===== config.mk =====
export PLATFORM = sky130hd
export DESIGN_NAME = seq_shift_add_mult_flat
export DESIGN_NICKNAME = d
export VERILOG_FILES = /design/src/rtl/seq_shift_add_mult_pkg.sv /design/src/rtl/seq_shift_add_mult_if.sv /design/src/rtl/seq_shift_add_mult_p_shift_reg.sv /design/src/rtl/seq_shift_add_mult.sv /design/src/flat_wrapper.sv
export SDC_FILE = /design/constraint.sdc
export NUM_CORES = 1
export LEC_CHECK = 0
export ABC_AREA = 1
export CAP_MARGIN = 20
export CORE_UTILIZATION = 52
export DETAILED_ROUTE_END_ITERATION = 10
export MAX_ROUTING_LAYER = met4
export PLACE_DENSITY = 0.89
export SLEW_MARGIN = 0
export SYNTH_ARGS = -nofsm -noshare
export SYNTH_HDL_FRONTEND = slang
export SYNTH_SLANG_ARGS = --single-unit

===== constraint.sdc =====
create_clock -name clk -period 1.85 [get_ports clk]
set_input_delay 0.185 -clock clk [delete_from_list [all_inputs] [get_ports clk]]
set_output_delay 0.185 -clock clk [all_outputs]
set_load 0.05 [all_outputs]

===== src/rtl/seq_shift_add_mult_pkg.sv =====
// Shared constants for the shift-and-add multiplier: FSM state encodings
// (the divider's control FSM uses the same codes) and the default width.
package seq_shift_add_mult_pkg;

  localparam int DEFAULT_WIDTH = 4;

  typedef enum logic [1:0] {
    ST_IDLE = 2'd0,
    ST_LOAD = 2'd1,
    ST_CALC = 2'd2,
    ST_DONE = 2'd3
  } state_t;

endpackage : seq_shift_add_mult_pkg


===== src/rtl/seq_shift_add_mult_if.sv =====
// go/done operand interface of the multiplier. The control FSM is the master
// and the multiplier is the slave.
interface seq_shift_add_mult_if
  import seq_shift_add_mult_pkg::*;
#(
  parameter int WIDTH = DEFAULT_WIDTH
);

  logic               go;
  logic [WIDTH-1:0]   A;
  logic [WIDTH-1:0]   B;
  logic [2*WIDTH-1:0] P;
  logic               busy;
  logic               done;

  modport master (output go, A, B, input  P, busy, done);
  modport slave  (input  go, A, B, output P, busy, done);

endinterface : seq_shift_add_mult_if


===== src/rtl/seq_shift_add_mult_p_shift_reg.sv =====
// {acc,q} product shift register: ld clears acc and loads the multiplier into q,
// sr shifts right while loading the adder result into the high half.
module seq_shift_add_mult_p_shift_reg #(
  parameter int WIDTH = 4
) (
  input  logic             clk,
  input  logic             rst,
  input  logic             ld,
  input  logic             sr,
  input  logic [WIDTH-1:0] ld_q,
  input  logic [WIDTH:0]   sum,
  output logic [WIDTH:0]   acc,
  output logic [WIDTH-1:0] q,
  output logic             lsb
);

  logic [2*WIDTH:0] r;

  // NOTE: clocked state uses non-blocking (<=) so every register samples
  // pre-edge values; blocking here would create simulation/synthesis ordering races.
  always_ff @(posedge clk or negedge rst) begin
    if (!rst) begin
      r <= '0;
    end else if (ld) begin
      r <= {{(WIDTH+1){1'b0}}, ld_q};
    end else if (sr) begin
      // The carry sits in sum[WIDTH] and lands in acc's MSB-1 after the shift.
      r <= {sum, q} >> 1;
    end
  end

  assign acc = r[2*WIDTH:WIDTH];
  assign q   = r[WIDTH-1:0];
  assign lsb = r[0];

endmodule : seq_shift_add_mult_p_shift_reg


===== src/rtl/seq_shift_add_mult.sv =====
// Unsigned sequential shift-and-add multiplier: one operand pair per go/done
// handshake, 2*WIDTH product after WIDTH add-and-shift iterations.
module seq_shift_add_mult
  import seq_shift_add_mult_pkg::*;
#(
  parameter int WIDTH = DEFAULT_WIDTH
) (
  input  logic                 clk,
  input  logic                 rst,
  seq_shift_add_mult_if.slave  bus
);

  localparam int CNT_W = $clog2(WIDTH + 1);

  state_t             state;
  logic [WIDTH-1:0]   m;
  logic [CNT_W-1:0]   cnt;
  logic [2*WIDTH-1:0] p_q;
  logic               busy_q;
  logic               done_q;

  logic [WIDTH:0]     acc;
  logic [WIDTH:0]     sum;
  logic [WIDTH-1:0]   q;
  logic               lsb;
  logic               ld;
  logic               sr;

  assign ld  = (state == ST_IDLE) && bus.go;
  assign sr  = (state == ST_CALC);
  assign sum = acc + (lsb ? {1'b0, m} : '0);

  seq_shift_add_mult_p_shift_reg #(
    .WIDTH (WIDTH)
  ) u_p_shift_reg (
    .clk  (clk),
    .rst  (rst),
    .ld   (ld),
    .sr   (sr),
    .ld_q (bus.B),
    .sum  (sum),
    .acc  (acc),
    .q    (q),
    .lsb  (lsb)
  );

  always_ff @(posedge clk or negedge rst) begin
    if (!rst) begin
      state  <= ST_IDLE;
      m      <= '0;
      cnt    <= '0;
      p_q    <= '0;
      busy_q <= 1'b0;
      done_q <= 1'b0;
    end else begin
      case (state)
        ST_IDLE: begin
          done_q <= 1'b0;
          if (bus.go) begin
            m      <= bus.A;
            cnt    <= CNT_W'(WIDTH);
            busy_q <= 1'b1;
            state  <= ST_LOAD;
          end
        end
        ST_LOAD: begin
          state <= ST_CALC;
        end
        ST_CALC: begin
          cnt <= cnt - CNT_W'(1);
          if (cnt == CNT_W'(1)) begin
            // Same value the shift register takes this edge, minus its always-zero MSB.
            p_q    <= {sum, q[WIDTH-1:1]};
            busy_q <= 1'b0;
            done_q <= 1'b1;
            state  <= ST_DONE;
          end
        end
        ST_DONE: begin
          done_q <= 1'b0;
          state  <= ST_IDLE;
        end
        default: state <= ST_IDLE;
      endcase
    end
  end

  assign bus.P    = p_q;
  assign bus.busy = busy_q;
  assign bus.done = done_q;

endmodule : seq_shift_add_mult


===== src/flat_wrapper.sv =====
// flat-port wrapper written by rule: the top's interface ports become plain ports
module seq_shift_add_mult_flat import seq_shift_add_mult_pkg::*;
#(
  parameter int WIDTH = DEFAULT_WIDTH
)
  (clk, rst, bus_go, bus_A, bus_B, bus_P, bus_busy, bus_done);
  seq_shift_add_mult_if #(.WIDTH(WIDTH)) bus_i ();
  input  logic clk;
  input  logic rst;
  input wire logic [$bits(bus_i.go)-1:0] bus_go;
  input wire logic [$bits(bus_i.A)-1:0] bus_A;
  input wire logic [$bits(bus_i.B)-1:0] bus_B;
  output wire logic [$bits(bus_i.P)-1:0] bus_P;
  output wire logic [$bits(bus_i.busy)-1:0] bus_busy;
  output wire logic [$bits(bus_i.done)-1:0] bus_done;
  assign bus_i.go = bus_go;
  assign bus_i.A = bus_A;
  assign bus_i.B = bus_B;
  assign bus_P = bus_i.P;
  assign bus_busy = bus_i.busy;
  assign bus_done = bus_i.done;
  seq_shift_add_mult #(.WIDTH(WIDTH)) u_core (.clk(clk), .rst(rst), .bus(bus_i));
endmodule

Word-level counts from Yosys, hierarchy flattened
Cells that the tools add are included.
W data, S select, Z words.

operators by class
  shift operators = 0
  div/mod/pow operators = 0
  $lt $le $gt $ge = 0
  multiply operators = 0
  eq/ne operators = 6
  bitwise operators = 0
  multiplexer cells = 13
  add/sub/neg operators = 2
  reductions and logical operators = 12

operators by type and width
  kind                   number
  $mux W9                2
  $reduce_and A2 Y1      5
  $pmux W2 S4            1
  $pmux W3 S2            1
  $reduce_bool A2 Y1     3
  $add A5 B5 Y5          1
  $eq A2 B2 Y1 const B   2
  $mux W2                2
  $mux W4                1
  $ne A2 B2 Y1 const B   2
  $pmux W1 S2            2
  $eq A3 B1 Y1 const B   1
  $mux W1                3
  $mux W3                1
  $reduce_and A3 Y1      1
  $sub A3 B1 Y3 const B  1
  $eq A2 B1 Y1 const B   1
  $logic_not A2 Y1       1
  $reduce_or A2 Y1       1
  $logic_and A1 B1 Y1    1

storage, ports and cells
  memories kept = 0
  latch bits = 0
  memory bits (writable) = 0
  logic and storage cells = 40
  memory bits (read-only) = 0
  register bits after elaboration = 28

Longest topological paths before layout
Gate-level depths: netlist of run 1.

  word-level depth = 4
  mapped depth = 8
  depth with buffers taken out = 8

Modules after synthesis
A second synthesis of run 1 with hierarchy kept.

unflattened totals
  cell total of the unflattened synthesis = 177
  area total of the unflattened synthesis = 1427.6 um^2

modules (own cells, without submodules)
  module                          sequential area each (um^2)  instances  cells an instance  area each (um^2)
  seq_shift_add_mult              475.5                        1          135                1066.0
  seq_shift_add_mult_p_shift_reg  200.2                        1          42                 361.6

Least setup slack after synthesis of run 1
No wires, ideal clock.

  path kind = reg-to-reg
  start point = register u_core.u_p_shift_reg.r[0]
  end point = register u_core.u_p_shift_reg.r[5]
  setup slack = 0.349 ns
  required time = 1.721 ns
  arrival = 1.372 ns
  stages on the path, launching flop included = 7
  path buffers = 0
  cells stage by stage = dfrtp_1 -> nand2_1 -> inv_1 -> ha_1 -> fa_1 -> xnor2_1 -> o21ai_0

between the ends
  word-level cells in the longest chain between the ends = 4

ends and longest elaborated chain
  element                 line                                  RTL
  from (decl)             seq_shift_add_mult_p_shift_reg.sv:17  logic [2*WIDTH:0] r;
  from (signal assigned)  seq_shift_add_mult_p_shift_reg.sv:25  r <= {{(WIDTH+1){1'b0}}, ld_q};
  from (signal assigned)  seq_shift_add_mult_p_shift_reg.sv:28  r <= {sum, q} >> 1;
  $mux W4                 seq_shift_add_mult.sv:31              assign sum = acc + (lsb ? {1'b0, m} : '0);
  $add A5 B5 Y5           seq_shift_add_mult.sv:31
  $mux W9                 seq_shift_add_mult_p_shift_reg.sv:26  end else if (sr) begin
  $mux W9                 seq_shift_add_mult_p_shift_reg.sv:24  end else if (ld) begin

Every way passes these cells. The select of a mux whose other input is x is not followed.
A chain may end at the register's enable or synchronous reset.

Final worst setup path of run 1
  start point = register u_core.done_q, in the netlist u_core.bus.done
  end point = output port bus_done

RTL lines
  element                 line                      RTL
  from (decl)             seq_shift_add_mult.sv:20  logic done_q;
  from (signal assigned)  seq_shift_add_mult.sv:54  done_q <= 1'b0;
  from (signal assigned)  seq_shift_add_mult.sv:58  done_q <= 1'b0;
  from (signal assigned)  seq_shift_add_mult.sv:75  done_q <= 1'b1;
  to (decl)               flat_wrapper.sv:15        output wire logic [$bits(bus_i.done)-1:0] bus_done;

No word-level cell between the ends.

==> results by group, run 1 <==
Worst setup path
  – CP Cell Sequence: clkdlybuf4s50_1
  – Crit-path leading delay family: buffers and inverters
  – Arrival time at the worst endpoint: 1.54 ns
  – Slowest cell delay on critical path: 0.84 ns
  – Crit. End Element: primary output
  – CP Buf/Inv Count: 1
  – Critical Path Fanout Max: 2
  – Worst setup path class: reg -> out
  – Worst setup SP type: flip-flop
  – Slowest cell on crit path: clkdlybuf4s50_1
  – WP data required: 1.66 ns

Routing
  – Detailed Route Iter0 Violations: 20
  – DR DRC count: 0
  – Wl on met1: 1.10 mm
  – DR WL met2: 1.51 mm
  – Routed vias/inst: 5.36
  – Routed len/inst: 13.4 um
  – Vias: 1115
  – Drt total wl: 2.79 mm
  – Final ANT Viol Nets: 0
  – Met3 WL: 94 um
  – DR pass1 iterations: 4
  – Top Metal Used: met4

Placement
  – Placed inst area: 1580 um^2
  – Port bufs: 20
  – Routability-driven placement congestion ratio: 0.874
  – HPWL after DPL: 2.21 mm

Clock network
  – Clock Tree Buf Depth: 2
  – TritonCTS Buffers: 3
  – CTS H-tree depth: 1
  – Post-CTS setup buffer count: 0
  – Clock sink total: 27
  – CTS root buffer: clkbuf_4
  – Clock insertion delay at the later pin of the skew report: 0.31 ns
  – Worst-path clk slew: 0.14 ns
  – Hold_buf cts: 0
  – TritonCTS clock tree: yes
  – PostCTS Resize Cnt: 0

Global routing
  – Number of global-route vias before repair: 1104
  – Largest net degree at the start of global routing: 28
  – Total Routing Usage GR: 0.237
  – GRT Residual Overflow: 0
  – Initial antenna violation count: 0
  – First-pass GRT wire length: 4.60 mm

Timing
  – Achievable Freq: 579 MHz
  – Final Slew Violations: 0
  – Fin. Hold Viols: 0
  – RSZ-0062 raised after global routing: false
  – Clock Skews: 0.00140 ns
  – Fin Setup TNS: 0 ns
  – Worst-Margin Slew: 0.541 ns
  – Setup Viol. Count Final: 0
  – Post-layout min period: 1.73 ns
  – Final period util: 0.934
  – Max-Slew Margin vs Limit: 0.638
  – Hold_ws: 0.227 ns

Layout
  – Final nets: 200
  – Antenna fix cells: 0
  – Cell area after layout: 1610 um^2
  – Share of layout cells above drive strength 1: 0.0787
  – Most common cell after layout, fill and taps aside: nand2_1
  – Area grow syn2layout: 19.3%
  – Most frequent cells in the layout: 61 x nand2_1, 27 x dfrtp_1, 20 x inv_1, 20 x clkdlybuf4s50_1, 9 x ha_1
  – Finished Core Util: 0.655

Synth
  – Synth Cell Area: 1350 um^2
  – Synth warnings: 0
  – Gate Count Post-Synth: 154
  – Syn nets: 175
  – Yosys cell types: 20
  – Syn avg cell area: 8.75 um^2
  – FF+latch count, synth: 27
  – Sequential fraction of the synthesis area: 0.501

Status
  – Run status: finished, final reports clean

Die
  – Core Box Area: 2450 um^2
  – # rows: 18
  – Full die area: 2800 um^2
  – Die span in x: 52.9 um
  – I/O pin total: 21
  – Die H: 52.9 um
  – Starting Density: 0.549

Power and ir drop
  – Leakage: 0.000842 uW
  – Pint: 1370 uW
  – Clock power share: 0.095
  – Power per standard cell area: 1620 nW/um^2
  – Worst vdd ir: 1.00 mV
  – Comb power frac: 0.526
  – Sequential power share: 0.379
  – Switching Share: 0.475
  – Sw power: 1240 uW

Hold path
  – Hold Crit Class: in -> async

Flow run
  – Max-cap violations: 0
==> synthesized netlist by cell type (all sizes together) <==
library cell  instances  share of area
a21oi                 2         0.0074
buf                   1         0.0084
clkinv                1         0.0028
dfrtp                27           0.50
fa                    1          0.015
ha                    9          0.084
inv                  22          0.061
nand2                63           0.18
nand3                 7          0.026
nand3b                1         0.0056
nor3                  1          0.012
o211ai                4          0.022
o21ai                12          0.058
o21bai                1         0.0056
o22ai                 1         0.0046
xnor2                 1         0.0065
==> per-layer routing <==
layer,track usage,vias to the layer above
met4,0.145,0
met3,0.0345,11
met1,0.253,545
met2,0.411,26
li1,-,533
met5,-,-
==> state kept, by name (all words and copies together) (netlist names) <==
register and cells:
u_core.state 2, u_core.m 4, u_core.bus.P 8, u_core.u_p_shift_reg.r 8, u_core.bus.busy 1, u_core.cnt 3, u_core.bus.done 1
==> through the flow <==
| stage | setup slack [ns] | total power [uW] | cells |
|---|---|---|---|
| after floorplan | 0.349 | 1940 | 154 |
| after global placement | 0.307 | 2280 | 204 |
| after detailed placement | 0.265 | 2370 | 204 |
| after CTS | 0.119 | 2620 | 208 |
| after global routing | 0.0828 | 2820 | 208 |
| final | 0.122 | 2610 | 208 |
==> worst reg2reg max path: stages, from the launching register on <==
cell and delay [ns]:
dfrtp_1 0.44, nand2_1 0.07, inv_1 0.04, ha_1 0.20, fa_1 0.40, xnor2_1 0.24, o21ai_0 0.11
==> cell families after synthesis <==
group	after synthesis	share of synthesized area
and+or+nand+nor	72	0.223
AOI/OAI and AO/OA	20	0.0984
xor gates and xnor gates	1	0.00650
buffers and inverters	24	0.0724
DFF	27	0.501
adders and majority gates	10	0.0984
==> final cells by class <==
class / instances / area [um^2]
inverter: 23 / 86.3
sequential: 27 / 676
clock buffer: 4 / 26.3
multi-input combinational: 103 / 574
timing repair buffer: 21 / 208
tap: 30 / 37.5
fill: 202 / 847
==> worst paths after layout <==
check / startpoint / to / slack (ns) / cells past startpoint
max reg2reg: u_core.u_p_shift_reg.r[0] / u_core.u_p_shift_reg.r[5] / 0.24 / 6
max in group asynchronous: rst / u_core.bus.busy / 1.37 / 2
min in group clk: bus_A[1] / u_core.m[1] / 0.39 / 3
max: u_core.bus.done / bus_done / 0.12 / 1
min: rst / u_core.bus.P[4] / 0.23 / 2
min reg2reg: u_core.bus.P[1] / u_core.bus.P[1] / 0.50 / 2
==> power by group through the flow <==
stage / Clock, uW / Sequential, uW / Combinational (uW)
6_report: 248 / 987 / 1370
5_1_grt: 276 / 1010 / 1530
4_1_cts: 255 / 987 / 1380
3_5_place_dp: 0 / 999 / 1370
3_3_place_gp: 0 / 976 / 1300
2_1_floorplan: 0 / 1250 / 698
No activity file was read; power rests on OpenSTA's default activity.
==> run 2, diff against run 1 <==
--- a/config.mk
+++ b/config.mk
@@ -6,11 +6,11 @@
 export NUM_CORES = 1
 export LEC_CHECK = 0
 export ABC_AREA = 1
-export CAP_MARGIN = 20
-export CORE_UTILIZATION = 52
+export CAP_MARGIN = 25
+export CORE_UTILIZATION = 30
 export DETAILED_ROUTE_END_ITERATION = 10
 export MAX_ROUTING_LAYER = met4
-export PLACE_DENSITY = 0.89
+export PLACE_DENSITY = 0.61
 export SLEW_MARGIN = 0
 export SYNTH_ARGS = -nofsm -noshare
 export SYNTH_HDL_FRONTEND = slang
==> run 2 against run 1 <==
Maximum frequency grew 4.7%. Via count decreased by 9.5%. Worst setup slack gained 0.077 ns. Largest power group unchanged.
==> results by group, run 2 (synthesis results as in run 1) <==
Global routing
  – GRT Residual Overflow: 0 (unchanged)
  – Initial antenna violation count: 0 (unchanged)
  – Number of global-route vias before repair: 1078 (-2.4%)
  – First-pass GRT wire length: 4.62 mm (+0.30%)
  – Total Routing Usage GR: 0.122 (-0.115)
  – Largest net degree at the start of global routing: 28 (unchanged)

Worst setup path
  – WP data required: 1.66 ns (about the same)
  – Worst setup path class: reg -> out
  – Worst setup SP type: flip-flop
  – Crit. End Element: primary output
  – Slowest cell on crit path: clkdlybuf4s50_1
  – Critical Path Fanout Max: 2 (unchanged)
  – Crit-path leading delay family: buffers and inverters
  – CP Buf/Inv Count: 1 (unchanged)
  – Slowest cell delay on critical path: 0.81 ns (-0.03 ns)
  – Arrival time at the worst endpoint: 1.47 ns (-0.07 ns)
  – CP Cell Sequence: clkdlybuf4s50_1

Status
  – Run status: finished, final reports clean

Routing
  – Detailed Route Iter0 Violations: 66 (+230%)
  – Drt total wl: 2.52 mm (-9.5%)
  – DR DRC count: 0 (unchanged)
  – Vias: 1009 (-9.5%)
  – Routed vias/inst: 4.39 (-18%)
  – Routed len/inst: 11.0 um (-18%)
  – Final ANT Viol Nets: 0 (unchanged)
  – DR pass1 iterations: 4 (unchanged)

Layout
  – Most frequent cells in the layout: 61 x nand2_1, 27 x dfrtp_1, 20 x inv_1, 20 x clkdlybuf4s50_1, 9 x ha_1
  – Area of the multi-input gates: 574 um^2 (unchanged)
  – Antenna fix cells: 0 (unchanged)
  – Finished Core Util: 0.383 (-0.272)
  – Cell area after layout: 1660 um^2 (+3.0%)
  – Register area: 676 um^2 (unchanged)
  – Final nets: 200 (unchanged)
  – Area grow syn2layout: 22.8%
  – Share of layout cells above drive strength 1: 0.0843 (+0.00562)
  – Fill cell count: 459 (+130%)
  – Most common cell after layout, fill and taps aside: nand2_1

Power and ir drop
  – Power per standard cell area: 1590 nW/um^2 (-1.7%)
  – Leakage: 0.000852 uW (+1.2%)
  – Sequential power share: 0.370 (-0.009)
  – Pint: 1430 uW (+4.4%)
  – Clock power share: 0.128 (+0.033)
  – Comb power frac: 0.502 (-0.024)
  – Switching Share: 0.458 (-0.0167)
  – Sw power: 1210 uW (-2.4%)
  – Worst vdd ir: 0.864 mV (-14%)

Placement
  – Port bufs: 20 (unchanged)
  – Routability-driven placement congestion ratio: 0.749 (-14%)
  – Placed inst area: 1610 um^2 (+1.7%)
  – HPWL after DPL: 1.88 mm (-15%)

Clock network
  – CTS root buffer: clkbuf_8
  – PostCTS Resize Cnt: 0 (unchanged)
  – TritonCTS Buffers: 3 (unchanged)
  – Clock Tree Buf Depth: 2 (unchanged)
  – Clock sink total: 27 (unchanged)
  – TritonCTS clock tree: yes
  – Post-CTS setup buffer count: 0 (unchanged)
  – Worst-path clk slew: 0.10 ns (-0.04 ns)
  – Hold_buf cts: 0 (unchanged)
  – Clock insertion delay at the later pin of the skew report: 0.27 ns (-0.04 ns)
  – CTS H-tree depth: 1 (unchanged)

Timing
  – Post-layout min period: 1.65 ns (-0.0773 ns)
  – Achievable Freq: 606 MHz (+4.7%)
  – Fin. Hold Viols: 0 (unchanged)
  – Clock Skews: 0.00483 ns (+0.00343 ns)
  – Final Slew Violations: 0 (unchanged)
  – Final period util: 0.892 (-0.0418)
  – Max-Slew Margin vs Limit: 0.668 (+0.0293)
  – Fin Setup TNS: 0 ns (unchanged)
  – Worst-Margin Slew: 0.497 ns (-0.0438 ns)
  – Setup Viol. Count Final: 0 (unchanged)
  – Hold_ws: 0.281 ns (+0.0538 ns)
  – RSZ-0062 raised after global routing: false

Die
  – Die span in x: 69.0 um (+30%)
  – Die H: 69.0 um (+30%)
  – Starting Density: 0.312 (-0.237)
  – Core Box Area: 4320 um^2 (+76%)
  – Full die area: 4760 um^2 (+70%)
  – I/O pin total: 21 (unchanged)
  – # rows: 24 (+6)

Flow run
  – Max-cap violations: 0 (unchanged)

Hold path
  – Hold Crit Class: in -> async
## run 2: changes by cell type in the layout (fill, tap and decap cells not counted), sizes merged
cell    change
clkinv      +1
clkbuf      -1
## run 2: area by class of cell
cell class	count	share of cell area
clock inverters	1	0.00302
repair buffers	21	0.125
multi-input cells	103	0.347
well taps	52	0.0393
flip-flops and latches	27	0.408
inverters	23	0.0522
clock buffers	3	0.0249
## run 2: path summary, 6_finish.rpt
path	start	endpoint	slack [ns]	depth (start not counted)
max in group asynchronous	rst	u_core.u_p_shift_reg.r[3]	1.30	2
min	rst	u_core.m[2]	0.28	2
min in group clk	bus_A[0]	u_core.m[0]	0.45	3
min reg2reg	u_core.bus.P[0]	u_core.bus.P[0]	0.49	2
max	u_core.bus.P[5]	bus_P[5]	0.20	1
max reg2reg	u_core.u_p_shift_reg.r[0]	u_core.bus.P[7]	0.24	8
## run 2: stage by stage
stage / total power (uW) / cells / worst slack, ns
after CTS: 2670 / 230 / 0.190
after global placement: 2310 / 226 / 0.267
after detailed placement: 2320 / 226 / 0.232
after global routing: 2860 / 230 / 0.112
after floorplan: 1940 / 154 / 0.349
final: 2640 / 230 / 0.199
## run 2: metal layers
layer / global-route usage / vias to the layer above / part of all wire
met5: - / - / 0
met4: 0.0408 / 0 / 0.015
met3: 0.0219 / 4 / 0.036
met2: 0.190 / 22 / 0.44
met1: 0.160 / 452 / 0.51
li1: - / 531 / -
## run 2: power groups by stage
stage	Sequential, uW	Clock [uW]	Combinational, uW
2_1_floorplan	1250	0	698
3_3_place_gp	980	0	1330
3_5_place_dp	990	0	1330
4_1_cts	979	353	1340
5_1_grt	1010	369	1480
6_report	976	336	1330
